`config.mk`:
```
export PLATFORM = sky130hd
export DESIGN_NAME = datapath_seq
export DESIGN_NICKNAME = d
export VERILOG_FILES = /design/src/rtl/datapath_pkg.sv /design/src/rtl/datapath_regfile.sv /design/src/rtl/datapath_seq.sv
export SDC_FILE = /design/constraint.sdc
export NUM_CORES = 1
export LEC_CHECK = 0
export BUFFER_PORTS_ARGS = -buffer_cell sky130_fd_sc_hd__buf_2
export CAP_MARGIN = 20
export CORE_MARGIN = 4
export CORE_UTILIZATION = 59
export DETAILED_ROUTE_END_ITERATION = 6
export GPL_ROUTABILITY_DRIVEN = 0
export PLACE_DENSITY = 0.77
export SLEW_MARGIN = 20
export SYNTH_ARGS = -nofsm -noshare
export SYNTH_HDL_FRONTEND = slang
export SYNTH_SLANG_ARGS = --single-unit
export TNS_END_PERCENT = 5
```
`constraint.sdc`:
```
create_clock -name clk -period 7.9 [get_ports clk]
set_input_delay 1.58 -clock clk [delete_from_list [all_inputs] [get_ports clk]]
set_output_delay 1.58 -clock clk [all_outputs]
set_load 0.01 [all_outputs]
```
`src/rtl/datapath_pkg.sv`:
```
// Shared encodings for the self-sequenced datapath: command opcodes, shift codes and FSM states.
package datapath_pkg;

    typedef enum logic [2:0] {
        OP_MOV_IMM = 3'b000,
        OP_MOV_REG = 3'b001,
        OP_ADD     = 3'b010,
        OP_CMP     = 3'b011,
        OP_AND     = 3'b100,
        OP_MVN     = 3'b101
    } op_e;

    typedef enum logic [1:0] {
        SH_NONE = 2'b00,
        SH_LSL  = 2'b01,
        SH_LSR  = 2'b10,
        SH_ASR  = 2'b11
    } shift_e;

    typedef enum logic [2:0] {
        S_IDLE,
        S_LOADA,
        S_LOADB,
        S_EXEC,
        S_WB
    } state_e;

    // MOV_IMM and the illegal codes 11x go straight from idle to writeback.
    function automatic logic skips_alu(input logic [2:0] op);
        return (op == OP_MOV_IMM) || (op[2:1] == 2'b11);
    endfunction

    function automatic logic writes_rd(input logic [2:0] op);
        return (op == OP_MOV_IMM) || (op == OP_MOV_REG) || (op == OP_ADD) ||
               (op == OP_AND) || (op == OP_MVN);
    endfunction

endpackage

```
`src/rtl/datapath_regfile.sv`:
```
// Register file: NUM_REGS x DATA_WIDTH, one synchronous write port, one combinational read port.
module datapath_regfile #(
    parameter int DATA_WIDTH = 16,
    parameter int NUM_REGS   = 8,
    parameter int REG_AW     = $clog2(NUM_REGS)
) (
    input  logic                  clk,
    input  logic                  reset_n,
    input  logic                  we,
    input  logic [REG_AW-1:0]     waddr,
    input  logic [DATA_WIDTH-1:0] wdata,
    input  logic [REG_AW-1:0]     raddr,
    output logic [DATA_WIDTH-1:0] rdata
);

    logic [DATA_WIDTH-1:0] regs [NUM_REGS];

    always_ff @(posedge clk) begin
        if (!reset_n) begin
            for (int unsigned i = 0; i < NUM_REGS; i++) begin
                regs[i] <= '0;
            end
        end else if (we) begin
            regs[waddr] <= wdata;
        end
    end

    assign rdata = regs[raddr];

endmodule

```
`src/rtl/datapath_seq.sv`:
```
// Self-sequenced datapath: valid/ready command in, regfile -> A/B -> shift/ALU -> C -> writeback, done pulse.
// Optional N/V flag logic is enabled by defining DATAPATH_SEQ_NV_FLAGS_EN.
module datapath_seq
    import datapath_pkg::*;
#(
    parameter int DATA_WIDTH = 16,
    parameter int NUM_REGS   = 8,
    parameter int REG_AW     = $clog2(NUM_REGS)
) (
    input  logic                  clk,
    input  logic                  reset_n,
    input  logic                  cmd_valid,
    output logic                  cmd_ready,
    input  logic [2:0]            cmd_op,
    input  logic [REG_AW-1:0]     cmd_rd,
    input  logic [REG_AW-1:0]     cmd_rn,
    input  logic [REG_AW-1:0]     cmd_rm,
    input  logic [1:0]            cmd_shift,
    input  logic [DATA_WIDTH-1:0] cmd_imm,
    output logic                  done,
    output logic [DATA_WIDTH-1:0] datapath_out,
    output logic                  Z_out,
    output logic                  N_out,
    output logic                  V_out
);

    localparam int MSB = DATA_WIDTH - 1;

    state_e                state;
    logic                  ready_q;
    logic [2:0]            op_q;
    logic [REG_AW-1:0]     rd_q, rn_q, rm_q;
    shift_e                sh_q;
    logic [DATA_WIDTH-1:0] imm_q, a_q, b_q, c_q;
    logic                  z_q;

    logic                  rf_we;
    logic [REG_AW-1:0]     rf_raddr;
    logic [DATA_WIDTH-1:0] rf_wdata, rf_rdata;
    logic [DATA_WIDTH-1:0] bs, alu_res;

    // Single read port: rn is addressed while loading A, rm while loading B.
    assign rf_raddr = (state == S_LOADB) ? rm_q : rn_q;
    assign rf_we    = (state == S_WB) && writes_rd(op_q);
    assign rf_wdata = (op_q == OP_MOV_IMM) ? imm_q : c_q;

    datapath_regfile #(
        .DATA_WIDTH (DATA_WIDTH),
        .NUM_REGS   (NUM_REGS),
        .REG_AW     (REG_AW)
    ) u_regfile (
        .clk     (clk),
        .reset_n (reset_n),
        .we      (rf_we),
        .waddr   (rd_q),
        .wdata   (rf_wdata),
        .raddr   (rf_raddr),
        .rdata   (rf_rdata)
    );

    always_comb begin
        case (sh_q)
            SH_LSL:  bs = {b_q[MSB-1:0], 1'b0};
            SH_LSR:  bs = {1'b0, b_q[MSB:1]};
            SH_ASR:  bs = {b_q[MSB], b_q[MSB:1]};
            default: bs = b_q;
        endcase
    end

    always_comb begin
        alu_res = bs;
        case (op_q)
            OP_ADD:  alu_res = a_q + bs;
            OP_CMP:  alu_res = a_q - bs;
            OP_AND:  alu_res = a_q & bs;
            OP_MVN:  alu_res = ~bs;
            default: alu_res = bs;
        endcase
    end

    always_ff @(posedge clk) begin
        if (!reset_n) begin
            state   <= S_IDLE;
            ready_q <= 1'b1;
            done    <= 1'b0;
            op_q    <= '0;
            rd_q    <= '0;
            rn_q    <= '0;
            rm_q    <= '0;
            sh_q    <= SH_NONE;
            imm_q   <= '0;
            a_q     <= '0;
            b_q     <= '0;
            c_q     <= '0;
            z_q     <= 1'b0;
        end else begin
            done <= 1'b0;
            case (state)
                S_IDLE: begin
                    if (cmd_valid) begin
                        op_q    <= cmd_op;
                        rd_q    <= cmd_rd;
                        rn_q    <= cmd_rn;
                        rm_q    <= cmd_rm;
                        sh_q    <= shift_e'(cmd_shift);
                        imm_q   <= cmd_imm;
                        ready_q <= 1'b0;
                        if (skips_alu(cmd_op)) begin
                            state <= S_WB;
                            done  <= 1'b1;
                        end else begin
                            state <= S_LOADA;
                        end
                    end
                end
                S_LOADA: begin
                    a_q   <= rf_rdata;
                    state <= S_LOADB;
                end
                S_LOADB: begin
                    b_q   <= rf_rdata;
                    state <= S_EXEC;
                end
                S_EXEC: begin
                    if (op_q != OP_CMP) begin
                        c_q <= alu_res;
                    end
                    z_q   <= (alu_res == '0);
                    state <= S_WB;
                    done  <= 1'b1;
                end
                S_WB: begin
                    if (op_q == OP_MOV_IMM) begin
                        c_q <= imm_q;
                    end
                    ready_q <= 1'b1;
                    state   <= S_IDLE;
                end
                default: begin
                    ready_q <= 1'b1;
                    state   <= S_IDLE;
                end
            endcase
        end
    end

`ifdef DATAPATH_SEQ_NV_FLAGS_EN
    logic alu_v, n_q, v_q;

    always_comb begin
        alu_v = 1'b0;
        case (op_q)
            OP_ADD:  alu_v = (a_q[MSB] == bs[MSB]) && (alu_res[MSB] != a_q[MSB]);
            OP_CMP:  alu_v = (a_q[MSB] != bs[MSB]) && (alu_res[MSB] != a_q[MSB]);
            default: alu_v = 1'b0;
        endcase
    end

    always_ff @(posedge clk) begin
        if (!reset_n) begin
            n_q <= 1'b0;
            v_q <= 1'b0;
        end else if (state == S_EXEC) begin
            n_q <= alu_res[MSB];
            v_q <= alu_v;
        end
    end

    assign N_out = n_q;
    assign V_out = v_q;
`else
    assign N_out = 1'b0;
    assign V_out = 1'b0;
`endif

    assign cmd_ready    = ready_q;
    assign datapath_out = c_q;
    assign Z_out        = z_q;

endmodule
```
==> results.sh <==
export IMPL_status="completed"
export IMPL_dieArea_mm2=0.0207
export IMPL_wire_per_inst_um=21.7
export IMPL_reg2reg_slack_ps=3000
export IMPL_cts_buffer_depth=3
export IMPL_r2r_start="op_q[2]$_SDFFE_PN0P_"
export IMPL_setup_viol=0
export IMPL_rsz0062_at_grt="false"
export IMPL_relSlewSlack=0.257
export IMPL_syn_cell_area_mm2=0.0109
export IMPL_syn_inst=1056
export IMPL_ys_ff_latch=212
export IMPL_cts_setup_buffers=0
export IMPL_cts_clk_slew_worst_paths_ps=60
export IMPL_grt_pass1_wl_um=44400
export IMPL_slowest_stage="nor2_1"
export IMPL_cts_tree="built"
export IMPL_cp_end_kind="register"
export IMPL_cap_violations=0
export IMPL_cts_resized=0
export IMPL_diodes=0
export IMPL_crit_cells=15
export IMPL_synth_main_ff_cell="edfxtp_1"
export IMPL_fin_tns_setup_ps=0
export IMPL_avgSynthCellArea_um2=10.3
export IMPL_finClkSkew_ps=15.2
export IMPL_path_cells="buf_4 > nand2b_1 > nor2_1 > nor2_1 > xor2_1 > ha_1 > o21ai_0 > a21oi_1 > o21ai_0 > a211o_1 > o311ai_0 > xnor2_1 > o21ai_0 > or4b_1 > o31ai_2"
export IMPL_slowest_delay_ps=630
export IMPL_crit_type="reg -> reg"
export IMPL_clk_latency_ps=530
export IMPL_min_from="imm_q[5]$_SDFFE_PN0P_"
export IMPL_required_ps=8340
export IMPL_leakage_nw=4.51
export IMPL_yosysSeqAreaShare=0.506
export IMPL_yosys_cell_types_count=77
export IMPL_route_antenna_remaining_nets=0
export IMPL_nets=1129
export IMPL_antenna_found_initial=0
export IMPL_tightest_slew_ps=1080
export IMPL_coreArea_mm2=0.0181
export IMPL_critical_path_top_delay_family="simple AND/OR/NAND/NOR gates"
export IMPL_first_iter_violations=819
export IMPL_whs_ps=458
export IMPL_cts_hold_buffers=0
export IMPL_ios=54
export IMPL_post_route_period_util=0.620
export IMPL_drv_slew=0
export IMPL_cp_common_cell="o21ai_0"
export IMPL_first_pass_iters=5
export IMPL_final_common_cell="nor2_1"
export IMPL_peakVddDrop_v=0.000181
export IMPL_clock_fmax_mhz=204
export IMPL_cts_buffers=23
export IMPL_final_cells=1324
export IMPL_cp_endpoint="Z_out$_SDFFE_PN0P_"
export IMPL_mostFrequentLayoutCells="nor2_1 (221), edfxtp_1 (128), nand2_1 (108)"
export IMPL_critPathBufInv=1
export IMPL_initial_utilization=0.603
export IMPL_vias=8378
export IMPL_hold_violations=0
export IMPL_async_flop_share=0
export IMPL_cts_root_buf="clkbuf_16"
export IMPL_rows=49
export IMPL_grt_start_max_net_pins=78
export IMPL_wl_um=28700
export IMPL_synth_warnings=0
export IMPL_p_per_area_mw_per_mm2=261
export IMPL_cts_sinks=212
export IMPL_grt_pass1_vias=8026
export IMPL_overflow=0
export IMPL_hp_class="reg -> reg"
export IMPL_grtUsageTotal=0.276
export IMPL_layout_drive_gt1_share=0.140
export IMPL_synth_edf_count=128
export IMPL_r2r_end="Z_out$_SDFFE_PN0P_"
export IMPL_worstSetupStartpoint="op_q[2]$_SDFFE_PN0P_"
export IMPL_drc=0
export IMPL_worstPathMaxFanout=29
export IMPL_synthToLayoutAreaGrowth_pct=10.1
export IMPL_post_place_cells=1282
export IMPL_arrival_ps=5340
export IMPL_viasPerCell=6.33
export IMPL_min_period_ps=4900
export IMPL_htree_num_levels=1
export IMPL_rr_worst_depth=15
export IMPL_die_h_um=144
export IMPL_dp_hpwl_um=19100
export IMPL_fp_dieW_um=144
export IMPL_portBuffers=51
export IMPL_critPathLaunchType="register"
stage by stage:
| stage | area (um2) | power (mW) | utilization | worst slack [ps] |
|---|---|---|---|---|
| after floorplan | 10900 | 1.92 | - | 3760 |
| after global placement | 11300 | 2.10 | 0.625 | 3260 |
| after detailed placement | 11300 | 2.12 | 0.625 | 3140 |
| after CTS | 12000 | 3.12 | 0.664 | 3090 |
| after global routing | 12000 | 3.27 | 0.664 | 2780 |
| final | 12000 | 3.13 | 0.664 | 3000 |
state kept, by name, summed over array words and instances (netlist names):
name,count
u_regfile.regs,128
a_q,16
b_q,16
datapath_out,16
imm_q,16
op_q,3
rd_q,3
rm_q,3
rn_q,3
state,3
sh_q,2
Z_out,1
cmd_ready,1
done,1
worst min path at each step:
| stage | endpoint | slack (ps) | cells after the start |
|---|---|---|---|
| 2_1_floorplan | rn_q[0]$_SDFFE_PN0P_ | 440 | 2 |
| 4_1_cts | imm_q[14]$_SDFFE_PN0P_ | 460 | 2 |
| 3_5_place_dp | imm_q[14]$_SDFFE_PN0P_ | 450 | 2 |
| 6_report | imm_q[5]$_SDFFE_PN0P_ | 460 | 2 |
| 3_3_place_gp | imm_q[15]$_SDFFE_PN0P_ | 440 | 2 |
| 5_1_grt | imm_q[5]$_SDFFE_PN0P_ | 480 | 2 |
cells by family (layout without fill, tap and decap cells):
group                      after synthesis  count (layout)  synth area share
other                                    1               2          0.000344
adders and majority gates               18              18            0.0213
DFF                                    212             212             0.506
xor gates and xnor gates                21              21            0.0169
muxes                                  101             101             0.133
and+or+nand+nor                        414             414             0.163
buffers and inverters                   85             123            0.0329
AOI/OAI and AO/OA                      204             204             0.127
synth_stat cells, drive strengths merged (2+ instances only):
library cell,n,area (um2)
edfxtp,128,3840
or4b,3,30.0
mux4,32,721
and3,3,18.8
a31oi,5,31.3
o221ai,7,61.3
nor3,9,45.0
nand3b,3,22.5
nand2,108,405
or3,5,31.3
nand3,14,70.1
clkinv,2,7.51
a41oi,3,26.3
o31ai,4,35.0
xor2,12,105
nor4b,2,23.8
and2,9,56.3
mux2i,60,613
a21oi,74,378
nor2b,11,68.8
ha,17,213
a211oi,40,300
xnor2,9,78.8
a221oi,9,78.8
a2111oi,3,32.5
o211ai,4,30.0
clkbuf,53,199
nand2b,13,81.3
o32ai,3,26.3
o32a,3,30.0
nor4,3,18.8
o21ai,24,143
nor2,222,833
o21a,2,15.0
mux2,9,113
nor3b,2,15.0
buf,15,96.3
inv,15,56.3
a21o,8,60.1
dfxtp,84,1680
power breakdown:
| group | total [mW] | internal (mW) | leakage, nW | switching [mW] |
|---|---|---|---|---|
| registers | 1.27 | 1.23 | 2.01 | 0.0456 |
| clock network | 1.02 | 0.579 | 0.340 | 0.442 |
| logic | 0.840 | 0.330 | 2.16 | 0.510 |
worst min-delay path, delay by kind of cell (launching register included):
kind             cells  cell delay [ps]
flip-flops           1              310
AO/OA/AOI/OAI        1               50
AND/OR/NAND/NOR      1               50
metal layers:
layer | up-vias | GRT usage | wire length (um)
met5 | - | 0 | 0
met4 | 0 | 0.0922 | 1040
met3 | 76 | 0.0536 | 2350
met2 | 392 | 0.449 | 13500
met1 | 4022 | 0.377 | 11800
li1 | 3888 | - | -
cell type report:
type                    count  area (um2)
multi-input cells         760        5090
clock buffers              32         609
inverters                  17        63.8
fillers                  1416        6070
flip-flops and latches    212        5530
clock inverters            10        93.8
well taps                 229         287
repair buffers             64         353
No activity file was read; power rests on OpenSTA's default activity.
